===== config.mk =====
export PLATFORM = sky130hd
export DESIGN_NAME = line_read_unit
export DESIGN_NICKNAME = d
export VERILOG_FILES = /design/src/rtl/cache_read_pkg.sv /design/src/rtl/line_assembler.sv /design/src/rtl/line_read_unit.sv
export SDC_FILE = /design/constraint.sdc
export NUM_CORES = 1
export LEC_CHECK = 0
export BUFFER_PORTS_ARGS = -buffer_cell sky130_fd_sc_hd__buf_2
export CAP_MARGIN = 20
export CORE_AREA = 5 5 357 359
export DETAILED_ROUTE_END_ITERATION = 12
export DIE_AREA = 0 0 362 364
export PLACE_DENSITY = 0.38
export SETUP_SLACK_MARGIN = 0.2
export SLEW_MARGIN = 20
export SYNTH_ARGS = -nofsm -noshare
export SYNTH_HDL_FRONTEND = slang
export SYNTH_HIERARCHICAL = 1
export SYNTH_SLANG_ARGS = --single-unit

===== constraint.sdc =====
create_clock -name clk -period 12.1 [get_ports clk]
set_input_delay 2.42 -clock clk [delete_from_list [all_inputs] [get_ports clk]]
set_output_delay 2.42 -clock clk [all_outputs]
set_load 0.01 [all_outputs]

===== src/rtl/cache_read_pkg.sv =====
// Shared types and constants for the L1 cache read-side datapath.
package cache_read_pkg;

  localparam int LINE_BITS = 256;
  localparam int BEAT_BITS = 64;
  localparam int NUM_BEATS = 4;
  localparam int WORD_BITS = 32;

  localparam logic [31:0] LINE_ALIGN_MASK = 32'hFFFF_FFE0;

  typedef enum logic [1:0] {
    IDLE  = 2'd0,
    FETCH = 2'd1,
    FILL  = 2'd2,
    RESP  = 2'd3
  } state_t;

  function automatic logic [31:0] line_base(input logic [31:0] addr);
    return addr & LINE_ALIGN_MASK;
  endfunction

endpackage


===== src/rtl/line_assembler.sv =====
// Collects burst beats into a cache line, or loads a whole line at once on a hit.
module line_assembler
  import cache_read_pkg::*;
(
  input  logic                 clk,
  input  logic                 rst,
  input  logic                 clear,
  input  logic                 load_line,
  input  logic [LINE_BITS-1:0] line_in,
  input  logic                 beat_valid,
  input  logic [BEAT_BITS-1:0] beat_data,
  output logic [LINE_BITS-1:0] line_q,
  output logic                 last_beat
);

  logic [1:0] beat_cnt;

  assign last_beat = beat_valid && (beat_cnt == 2'(NUM_BEATS - 1));

  // Saturates on the final beat; the next burst clears it on FETCH entry.
  always_ff @(posedge clk or posedge rst) begin
    if (rst) begin
      beat_cnt <= '0;
    end else if (clear) begin
      beat_cnt <= '0;
    end else if (beat_valid && !last_beat) begin
      beat_cnt <= beat_cnt + 2'd1;
    end
  end

  for (genvar gi = 0; gi < NUM_BEATS; gi++) begin : g_beat
    logic [BEAT_BITS-1:0] beat_reg;

    always_ff @(posedge clk or posedge rst) begin
      if (rst) begin
        beat_reg <= '0;
      end else if (load_line) begin
        beat_reg <= line_in[gi*BEAT_BITS +: BEAT_BITS];
      end else if (beat_valid && (beat_cnt == 2'(gi))) begin
        beat_reg <= beat_data;
      end
    end

    assign line_q[gi*BEAT_BITS +: BEAT_BITS] = beat_reg;
  end

endmodule


===== src/rtl/line_read_unit.sv =====
// Load path of the L1 cache: returns a word from the hitting way, or fetches and fills the line first.
module line_read_unit
  import cache_read_pkg::*;
(
  input  logic                 clk,
  input  logic                 rst,
  input  logic                 mem_read,
  input  logic [31:0]          mem_address,
  input  logic                 hit,
  input  logic                 hit_way,
  input  logic [LINE_BITS-1:0] data_1,
  input  logic [LINE_BITS-1:0] data_2,
  output logic [31:0]          mem_rdata,
  output logic                 mem_resp,
  output logic                 pmem_read,
  output logic [31:0]          pmem_address,
  input  logic [BEAT_BITS-1:0] pmem_rdata,
  input  logic                 pmem_resp,
  output logic [LINE_BITS-1:0] fill_line,
  output logic                 fill_valid
);

  state_t               state_reg;
  state_t               state_next;
  logic [31:0]          addr_q;
  logic [LINE_BITS-1:0] line_q;
  logic                 last_beat;
  logic                 accept;
  logic                 load_line;
  logic                 clear;
  logic                 beat_valid;

  assign accept     = (state_reg == IDLE) && mem_read;
  assign load_line  = accept && hit;
  assign clear      = accept && !hit;
  assign beat_valid = (state_reg == FETCH) && pmem_resp;

  line_assembler u_assembler (
    .clk        (clk),
    .rst        (rst),
    .clear      (clear),
    .load_line  (load_line),
    .line_in    (hit_way ? data_2 : data_1),
    .beat_valid (beat_valid),
    .beat_data  (pmem_rdata),
    .line_q     (line_q),
    .last_beat  (last_beat)
  );

  always_ff @(posedge clk or posedge rst) begin
    if (rst) begin
      addr_q <= '0;
    end else if (accept) begin
      addr_q <= mem_address;
    end
  end

  always_ff @(posedge clk or posedge rst) begin
    if (rst) begin
      state_reg <= IDLE;
    end else begin
      state_reg <= state_next;
    end
  end

  always_comb begin
    state_next = state_reg;
    case (state_reg)
      IDLE:    if (mem_read) state_next = hit ? RESP : FETCH;
      FETCH:   if (last_beat) state_next = FILL;
      FILL:    state_next = RESP;
      RESP:    state_next = IDLE;
      default: state_next = IDLE;
    endcase
  end

  // Outputs depend only on registered state so mem_read never reaches mem_resp combinationally.
  always_comb begin
    mem_resp     = 1'b0;
    mem_rdata    = '0;
    pmem_read    = 1'b0;
    pmem_address = '0;
    fill_valid   = 1'b0;
    fill_line    = '0;
    case (state_reg)
      FETCH: begin
        pmem_read    = 1'b1;
        pmem_address = line_base(addr_q);
      end
      FILL: begin
        fill_valid = 1'b1;
        fill_line  = line_q;
      end
      RESP: begin
        mem_resp  = 1'b1;
        mem_rdata = line_q[{addr_q[4:2], 5'b0} +: WORD_BITS];
      end
      default: ;
    endcase
  end

endmodule


# == Word level (Yosys, flattened, before mapping) ==
# Index checks and enable logic that the tools add are counted.
# word_totals
register_bits,292
in_bits,614
mem_bits_rw,0
output_inout_bits,323
latchBits,0
n_memories,0
romBits,0
# op_classes
n_eq_ne,8
muxes,21
n_reduce_logical,19
n_lt_le_gt_ge,0
n_addsub,1
shifts,1
n_mul,0
bitwise_logic,0
div_mod_pow,0
# ops
operator,n
256-bit two-way mux,2
64-bit two-way mux,8
256-bit by 9-bit indexed part select with 32-bit output,1
32-bit two-way mux,2
2-bit two-way mux,5
2-bit nonzero test,5
1-bit logical AND,9
2-bit equality test (second input constant),4
2-bit one-hot mux with 4 select lines,1
2-bit by 1-bit equality test with 1-bit output (second input constant),2
2-bit logical NOT,2
1-bit two-way mux,3
2-bit by 1-bit adder with 2-bit output (second input constant),1
1-bit logical NOT,2
2-bit by 1-bit != test with 1-bit output (second input constant),1
2-bit != test (second input constant),1
2-bit AND reduction,1

# == Depth between registers and ports, before layout ==
# Gate-level depths: netlist of the first run.
# logic_depth
word_depth,7
ltp_mapped,12
mapped_depth_nobuf,7

# == Hierarchy ==
# The synthesis of the first run kept the hierarchy.
# modules_own_cells
module,cells_each,area_each_um2,seq_area_each_um2,n_inst
line_assembler,1126,12154.2,6456.2,1
line_read_unit,910,8617.0,800.8,1

# == Worst setup path before layout of the first run ==
# OpenSTA, ideal clock, no wires.
# synth_timing
kind,reg-to-output
start,register state_reg[0]
end,output fill_line[100]
path_stages_with_launch,6
t_required_ns,9.680
t_arrival_ns,1.438
slack_ns,8.242
path_cell_list,dfrtp_1 inv_1 ha_1 clkbuf_1 clkbuf_1 and2_1
# synth_between
elab_chain_cells,2
# synth_rtl
element,line,text
from (decl),line_read_unit.sv:23,state_t state_reg;
from (signal assigned),line_read_unit.sv:62,state_reg <= state_next;
2-bit equality test,line_read_unit.sv:85,case (state_reg)
256-bit two-way mux,line_read_unit.sv:85,
to (decl),line_read_unit.sv:19,"output logic [LINE_BITS-1:0] fill_line,"
# No other way between the ends.

# == Final worst setup path of the first run ==
# layout_timing
start,register addr_q[4]
end,output mem_rdata[2]
# layout_between
elab_chain_cells,2
# layout_rtl
element,line,text
from (decl),line_read_unit.sv:25,logic [31:0] addr_q;
from (signal assigned),line_read_unit.sv:54,addr_q <= mem_address;
256-bit by 9-bit indexed part select with 32-bit output,line_read_unit.sv:96,"mem_rdata = line_q[{addr_q[4:2], 5'b0} +: WORD_BITS];"
32-bit two-way mux,line_read_unit.sv:85,
to (decl),line_read_unit.sv:13,"output logic [31:0] mem_rdata,"
# No other way between the ends.

==> flow_summary.rst, run 1 <==
.. list-table::
   :header-rows: 1

   * - Metric
     - Value
   * - Number of global-route vias before repair
     - ~20000
   * - Largest net degree at the start of global routing
     - about 190
   * - Overflow left after global routing
     - 0
   * - Via total after detailed routing
     - approximately 19000
   * - Sink Count
     - 290
   * - Number of violations reported at the end of detailed-routing iteration 0
     - 894
   * - Leakage Power
     - 14.5 nW
   * - Final routed wire length divided by cell count
     - between 20 and 30 um
   * - Register share of total power
     - approximately 29%
   * - Adder-cell area share of the yosys netlist
     - less than 1%
   * - H-Tree Level Count
     - 2
   * - Worst min-delay path endpoint
     - addr_q[31]
   * - Wire length of the first global-routing pass
     - about 160000 um
   * - Num CTS Buffers
     - 42
   * - Cell taking the most area after synthesis
     - sky130_fd_sc_hd__dfrtp_1
   * - Vias per Instance
     - a little over 4
   * - Number of top-level pins
     - between 900 and 1000
   * - Max-Cap Viols
     - 0
   * - Clock group share of total power
     - a little over 20%
   * - Number of warnings printed during yosys synthesis
     - 6
   * - Setup repair after global routing missed its margin
     - false
   * - Synthesized-area fraction occupied by and/or/nand/nor cells
     - a little over an eighth
   * - Synthesis-to-layout area growth
     - 34.6%
   * - Core Area
     - 123000 um2
   * - Xor/xnor cell area share of the yosys netlist
     - less than 1%
   * - DIE HEIGHT
     - roughly 360 um
   * - Final-report setup violation count
     - 0
   * - Reg2Reg Depth
     - 6
   * - Net switching share of the total power
     - 45.7%
   * - Max-Slew Margin vs Limit
     - a little under a third
   * - Final critical path time including I/O delays and setup
     - about 5.9 ns
   * - Number of cells upsized or downsized after cts
     - 0
   * - Row cnt
     - about 130
   * - Cell types occupying the most area after synthesis
     - sky130_fd_sc_hd__dfrtp_1 (35%), sky130_fd_sc_hd__mux2_2 (17%), sky130_fd_sc_hd__mux2i_1 (14%)
   * - Area share of the largest cell type after synthesis
     - 34.9%
   * - Data required time at the worst endpoint
     - 9.68 ns
   * - Worst-case register-to-register setup slack
     - ~8.5 ns
   * - Signal arrival time at the worst endpoint
     - 3.49 ns
   * - Multiplexer fraction of the synthesized cell area
     - around a third
   * - Cells traversed along the worst timing path
     - buf_4, mux4_1, inv_1, a221oi_1, buf_2
   * - CTS tree
     - done
   * - Antenna-violating nets left
     - 0
   * - Half-perimeter wire length of the detailed placement result
     - between 80000 and 90000 um
   * - Average size of a mapped cell
     - between 10 and 15 um2
   * - Classification of the worst-slack hold path
     - reg2reg
   * - Master cell of the clock root buffer
     - sky130_fd_sc_hd__clkbuf_16
   * - Kind of start point of the critical path
     - flop
   * - Number of hold violations in the final report
     - 0
   * - Placer's final routability congestion estimate
     - roughly 0.86
   * - Delay of the slowest critical-path stage
     - around 0.82 ns
   * - Die area
     - about 130000 um2
   * - Count of nets after finishing
     - 3482
   * - Initial cell density of the core
     - approximately 17%
   * - Cell with the largest stage delay on the worst path
     - sky130_fd_sc_hd__a221oi_1
   * - Global-route usage over all layers
     - 16.5%
   * - Hold depth
     - 1
   * - Power density over cell area
     - 230 nW/um2
   * - Endpoint of the most critical register-to-register path
     - u_assembler/g_beat[0].beat_reg[33]
   * - Count of state elements after synthesis
     - 290
   * - IR Drop Worst-Case VDD
     - around 0.0001 V
   * - Flip-flop count of the largest register, all copies and words added
     - approximately 260
   * - Final slew viol count
     - 0
   * - Min-delay src
     - addr_q[31]
   * - # DRC
     - 0
   * - Actual transition at the worst max-transition pin
     - approximately 1.0 ns
   * - Final hold slack
     - 0.496 ns
   * - Layout cells sized above 1
     - about 50%
   * - Number of input and output port buffers inserted
     - between 900 and 1000
   * - Status
     - complete, no violations
   * - Internal Power
     - around 0.0035 W
   * - Max Fclk
     - between 150 and 200 MHz
   * - Sequential fraction of the synthesis area
     - a little over a third
   * - Drt total wl
     - 115000 um
   * - Worst-path maximum fanout
     - 43
   * - Element type at the critical path end
     - output pin
   * - Accumulated negative setup slack
     - 0 ns
   * - Reg-to-reg startpoint
     - state_reg[0]
   * - 1st-pass router iterations
     - 5
   * - Die Wd
     - 362 um
   * - Period Utilization, post-route
     - a little under 50%
   * - Post-CTS repair timing setup buffer count
     - 0
   * - Clock edge transition at the registers on the reported setup and hold paths
     - roughly 0.060 ns
   * - Dominant combinational cell family by area after synthesis
     - multiplexers
   * - Critical path type
     - reg2out
   * - Cell variety after synth
     - 29
   * - Worst-case clock skew
     - roughly 0.017 ns
   * - Comb pwr share
     - 50.8%
   * - Cell area after technology mapping
     - between 20000 and 25000 um2
   * - Switching pwr
     - 0.00294 W
   * - Max clock buf depth
     - 3
   * - Antenna violations before repair
     - 20
   * - Number of instances in the synthesized netlist
     - slightly above 2000
   * - Compound-gate portion of the synthesized area
     - a little under a tenth
   * - Clock insertion delay at the later pin of the skew report
     - 0.58 ns
   * - Number of hold buffers added after CTS
     - 0
-- per-stage QoR --
step | instance area, um2 | utilization (%) | total power [W] | instances | worst slack (ns)
after floorplan | 20800 | - | 0.00359 | 2040 | 2.58
after global placement | 26500 | 21.5 | 0.00528 | 4452 | 6.72
after detailed placement | 26500 | 21.5 | 0.00530 | 4452 | 6.72
after CTS | 27900 | 22.6 | 0.00665 | 4523 | 6.06
after global routing | 27900 | 22.6 | 0.00691 | 4526 | 6.03
final | 28000 | 22.6 | 0.00644 | 4527 | 6.19
-- worst max-delay path by stage --
stage,cells past startpoint,start,to,slack [ns]
4_1_cts,5,addr_q[4],mem_rdata[2],6.06
3_3_place_gp,5,addr_q[4],mem_rdata[2],6.72
6_report,5,addr_q[4],mem_rdata[2],6.19
2_1_floorplan,1,rst,u_assembler/beat_cnt[0],2.58
5_1_grt,5,addr_q[4],mem_rdata[2],6.03
3_5_place_dp,5,addr_q[4],mem_rdata[2],6.72
-- power groups by stage --
stage	registers (W)	clock network, W	logic, W
floorplan	0.00165	0	0.00194
global placement	0.00188	0	0.00341
detailed placement	0.00188	0	0.00342
CTS	0.00187	0.00136	0.00342
global route	0.00193	0.00139	0.00359
finish	0.00186	0.00131	0.00327
-- area by class of cell --
class / count / area (um2)
flip-flops and latches: 290 / 7270
fillers: 13840 / 95500
repair buffers: 953 / 4860
multi-input cells: 1531 / 12200
clock inverters: 5 / 103
clock buffers: 66 / 1330
diodes: 4 / 10.0
inverters: 41 / 161
well taps: 1637 / 2050
-- cells in the final DEF (no fill, tap or decap), types with 3 or more instances in the layout --
master,instances
sky130_fd_sc_hd__a221oi_1,4
sky130_fd_sc_hd__a221oi_2,28
sky130_fd_sc_hd__and2_1,284
sky130_fd_sc_hd__buf_2,928
sky130_fd_sc_hd__buf_4,22
sky130_fd_sc_hd__bufinv_16,3
sky130_fd_sc_hd__clkbuf_1,9
sky130_fd_sc_hd__clkbuf_16,45
sky130_fd_sc_hd__clkbuf_8,12
sky130_fd_sc_hd__conb_1,5
sky130_fd_sc_hd__dfrtp_1,287
sky130_fd_sc_hd__dfrtp_4,3
sky130_fd_sc_hd__diode_2,4
sky130_fd_sc_hd__ha_1,7
sky130_fd_sc_hd__inv_1,40
sky130_fd_sc_hd__mux2_2,318
sky130_fd_sc_hd__mux2i_1,292
sky130_fd_sc_hd__mux4_1,4
sky130_fd_sc_hd__mux4_2,28
sky130_fd_sc_hd__nand2_1,257
sky130_fd_sc_hd__nand2_8,4
sky130_fd_sc_hd__nor2_1,4
sky130_fd_sc_hd__o21ai_0,238
sky130_fd_sc_hd__o21ai_1,50
-- synthesized netlist by cell type (all sizes together) --
master and instances:
mux2 318, mux2i 292, dfrtp 290, o21ai 288
and2 284, nand2 261, buf 111, clkbuf 67
inv 41, a221oi 32, mux4 32, ha 9
nor2 5, and3 1, conb 1, nand2b 1
nor2b 1, o22ai 1, xnor2 1
-- metal layers --
layer  global-route usage, %  share of wire (%)  up-vias
met1                    20.4                 42     9229
met4                    3.04                1.5        2
li1                        -                  -     8756
met3                    3.90                6.6       86
met5                       0             0.0061        -
met2                    29.4                 50      631
-- cells by family after synthesis --
| kind of cell | Yosys count |
|---|---|
| DFF | 290 |
| adders and majority gates | 9 |
| xor gates and xnor gates | 1 |
| buffers and inverters | 219 |
| muxes | 642 |
| other | 1 |
| AOI/OAI and AO/OA | 321 |
| and+or+nand+nor | 553 |
-- worst max-delay path, delay by kind of cell, from the launching register on --
family | cells | cell delay (ns)
buffers and inverters | 3 | 1.11
muxes | 1 | 0.29
DFF | 1 | 0.64
AOI/OAI and AO/OA | 1 | 0.82
(Power assumes the default switching activity.)
==> inputs of run 2 (changes only) <==
- CORE_AREA: 5 5 357 359 -> 5 5 366 368
- DIE_AREA: 0 0 362 364 -> 0 0 371 373
- clock period: 12.1 -> 5.4 ns (I/O delays scaled with it)
==> run 2 against run 1 <==
- via count rose by 0.63%
- sequential cell count unchanged
- worst hold slack worse by 0.0020 ns
- global-route usage is 0.16 points lower
- largest cell class unchanged
- die area increased by 5.0%
- power is 120% higher
- final area grew 1.0%
- highest routed layer unchanged
- wire length rose by 3.1%
- critical path type unchanged
- the flow now finishes with violations (slew limit)
- worst setup slack got worse by 4.9 ns
- register-to-register slack worse by 6.6 ns
- critical path depth unchanged
==> flow_summary.rst, run 2 (synthesized netlist as in run 1, its figures left out) <==
.. list-table::
   :header-rows: 1

   * - Metric
     - Value
   * - Reg-to-reg startpoint
     - state_reg[1]
   * - IR Drop Worst-Case VDD
     - about 0.00017 V
   * - Master cell of the clock root buffer
     - sky130_fd_sc_hd__clkbuf_16
   * - Post-CTS repair timing setup buffer count
     - 0
   * - Number of hold violations in the final report
     - 0
   * - Summed area of non-filler cells in the final layout
     - approximately 28000 um2
   * - Data required time at the worst endpoint
     - roughly 4.3 ns
   * - Period Utilization, post-route
     - between 70 and 80%
   * - Final slew viol count
     - 20
   * - Element type at the critical path end
     - output pin
   * - Layout filler cell count
     - approximately 15000
   * - Final routed wire length divided by cell count
     - approximately 25 um
   * - Max Fclk
     - roughly 240 MHz
   * - 1st-pass router iterations
     - 5
   * - Cell type group with the largest total delay on the critical path
     - buffers and inverters
   * - Violations in the final reports
     - slew limit
   * - Worst min-delay path endpoint
     - addr_q[28]
   * - Delay of the slowest critical-path stage
     - between 0.7 and 0.8 ns
   * - Highest-count cells in the layout ignoring fill and taps
     - sky130_fd_sc_hd__buf_2 (928), sky130_fd_sc_hd__mux2_2 (318), sky130_fd_sc_hd__mux2i_1 (292)
   * - Signal arrival time at the worst endpoint
     - 3.03 ns
   * - CTS tree
     - done
   * - Number of violations reported at the end of detailed-routing iteration 0
     - 931
   * - Leakage Power
     - 14.6 nW
   * - End-of-flow core utilization
     - 21.6%
   * - Worst-case clock skew
     - between 0.02 and 0.025 ns
   * - Final critical path time including I/O delays and setup
     - ~4.1 ns
   * - Hold depth
     - 1
   * - Layout cells sized above 1
     - around half
   * - Row cnt
     - 133
   * - Area taken by multi-input logic gates
     - roughly 12000 um2
   * - Num CTS Buffers
     - 41
   * - Worst Slack Setup Final
     - approximately 1.3 ns
   * - Worst-path maximum fanout
     - 19
   * - Critical path type
     - reg2out
   * - DIE HEIGHT
     - roughly 370 um
   * - Setup repair after global routing missed its margin
     - false
   * - H-Tree Level Count
     - 2
   * - Kind of start point of the critical path
     - flop
   * - Antenna violations before repair
     - 25
   * - Cell area after placement
     - between 20000 and 30000 um2
   * - Commonest non-fill, non-tap cell in the layout
     - sky130_fd_sc_hd__buf_2
   * - Via total after detailed routing
     - roughly 19000
   * - Placer's final routability congestion estimate
     - 0.786
   * - Max-Cap Viols
     - 0
   * - Clock insertion delay at the later pin of the skew report
     - slightly below 0.6 ns
   * - Power density over cell area
     - ~500 nW/um2
   * - Initial cell density of the core
     - 15.9%
   * - Synthesis-to-layout area growth
     - 35.9%
   * - Min-delay src
     - addr_q[28]
   * - Global-route usage over all layers
     - roughly 16%
   * - Flip-flop count of the largest register, all copies and words added
     - about 260
   * - Die area
     - 138000 um2
   * - Number of cells upsized or downsized after cts
     - 0
   * - Final-report setup violation count
     - 0
   * - Core Area
     - ~130000 um2
   * - Endpoint of the most critical register-to-register path
     - u_assembler/g_beat[3].beat_reg[32]
   * - Antenna-violating nets left
     - 0
   * - Overflow left after global routing
     - 0
   * - Number of top-level pins
     - around 940
   * - Classification of the worst-slack hold path
     - reg2reg
   * - Number of hold buffers added after CTS
     - 0
   * - Clock edge transition at the registers on the reported setup and hold paths
     - around 0.060 ns
   * - Seq. cell area
     - 7270 um2
   * - Number of global-route vias before repair
     - between 20000 and 25000
   * - Cell with the largest stage delay on the worst path
     - sky130_fd_sc_hd__dfrtp_4
   * - Final standard cell count with taps included and fillers excluded
     - roughly 4700
   * - Count of nets after finishing
     - approximately 3500
   * - Worst-case register-to-register setup slack
     - 1.89 ns
   * - Cells traversed along the worst timing path
     - buf_4, mux4_2, inv_1, a221oi_2, buf_2
   * - Wire length of the first global-routing pass
     - 161000 um
   * - Accumulated negative setup slack
     - 0 ns
   * - Half-perimeter wire length of the detailed placement result
     - ~92000 um
   * - Sink Count
     - slightly below 300
   * - Worst setup timing slack at the placement stage
     - 1.67 ns
   * - Post-Place Cells
     - around 4600
   * - Max clock buf depth
     - 3
   * - Vias per Instance
     - 4.04
   * - Die Wd
     - 371 um
   * - # DRC
     - 0
   * - Largest net degree at the start of global routing
     - approximately 220
   * - Number of input and output port buffers inserted
     - 929
   * - Actual transition at the worst max-transition pin
     - between 1.5 and 2 ns
   * - Drt total wl
     - approximately 120000 um
   * - Status
     - complete, but fails checks
   * - Reg2Reg Depth
     - 7
   * - Number of buffers and inverters on the critical path
     - 3
   * - Max-Slew Margin vs Limit
     - -3.13%
## run 2: report_power, final
group,internal [W],leakage (nW),switching [W]
clock network,0.00165,0.666,0.00114
logic,0.00288,10.3,0.00458
registers,0.00322,3.59,0.000964
total,0.00775,14.6,0.00668
## run 2: worst reg2reg max path, delay by kind of cell (launching register included)
kind	cells	cell delay [ns]
buffers and inverters	2	0.43
multiplexers	1	1.11
flip-flops	1	0.42
AO/OA/AOI/OAI	1	0.09
adder cells (fa/ha/maj)	1	0.16
AND/OR/NAND/NOR	2	1.14
## run 2: cell type report
type                            instances  area share [%]
Timing Repair Buffer                  970            18.0
Antenna cell                            7          0.0620
Clock inverter                         12           0.430
Sequential cell                       290            25.7
Clock buffer                           58            4.28
Tap cell                             1755            7.78
Inverter                               41           0.558
Multi-Input combinational cell       1531            43.1
## run 2: through the flow
step | power, W | hold WS, ns
after floorplan | 0.00804 | 0.470
after global placement | 0.0120 | 0.481
after detailed placement | 0.0121 | 0.485
after CTS | 0.0150 | 0.498
after global routing | 0.0156 | 0.511
final | 0.0144 | 0.494
## run 2: worst max-delay path by stage
stage / from / to / slack [ns] / cells past startpoint
floorplan: rst / u_assembler/beat_cnt[0] / 0.92 / 1
global placement: addr_q[3] / mem_rdata[25] / 1.65 / 5
detailed placement: addr_q[3] / mem_rdata[25] / 1.67 / 5
CTS: addr_q[3] / mem_rdata[25] / 0.99 / 5
global route: addr_q[3] / mem_rdata[25] / 1.02 / 5
finish: addr_q[3] / mem_rdata[26] / 1.29 / 5
## run 2: routing by layer
| layer | GRT usage [%] | up-vias | share of wire (%) |
|---|---|---|---|
| met1 | 20.4 | 9315 | 42 |
| met2 | 29.2 | 640 | 50 |
| met5 | 0 | - | 0.011 |
| met4 | 2.67 | 2 | 1.5 |
| met3 | 3.58 | 85 | 6.4 |
| li1 | - | 8780 | - |
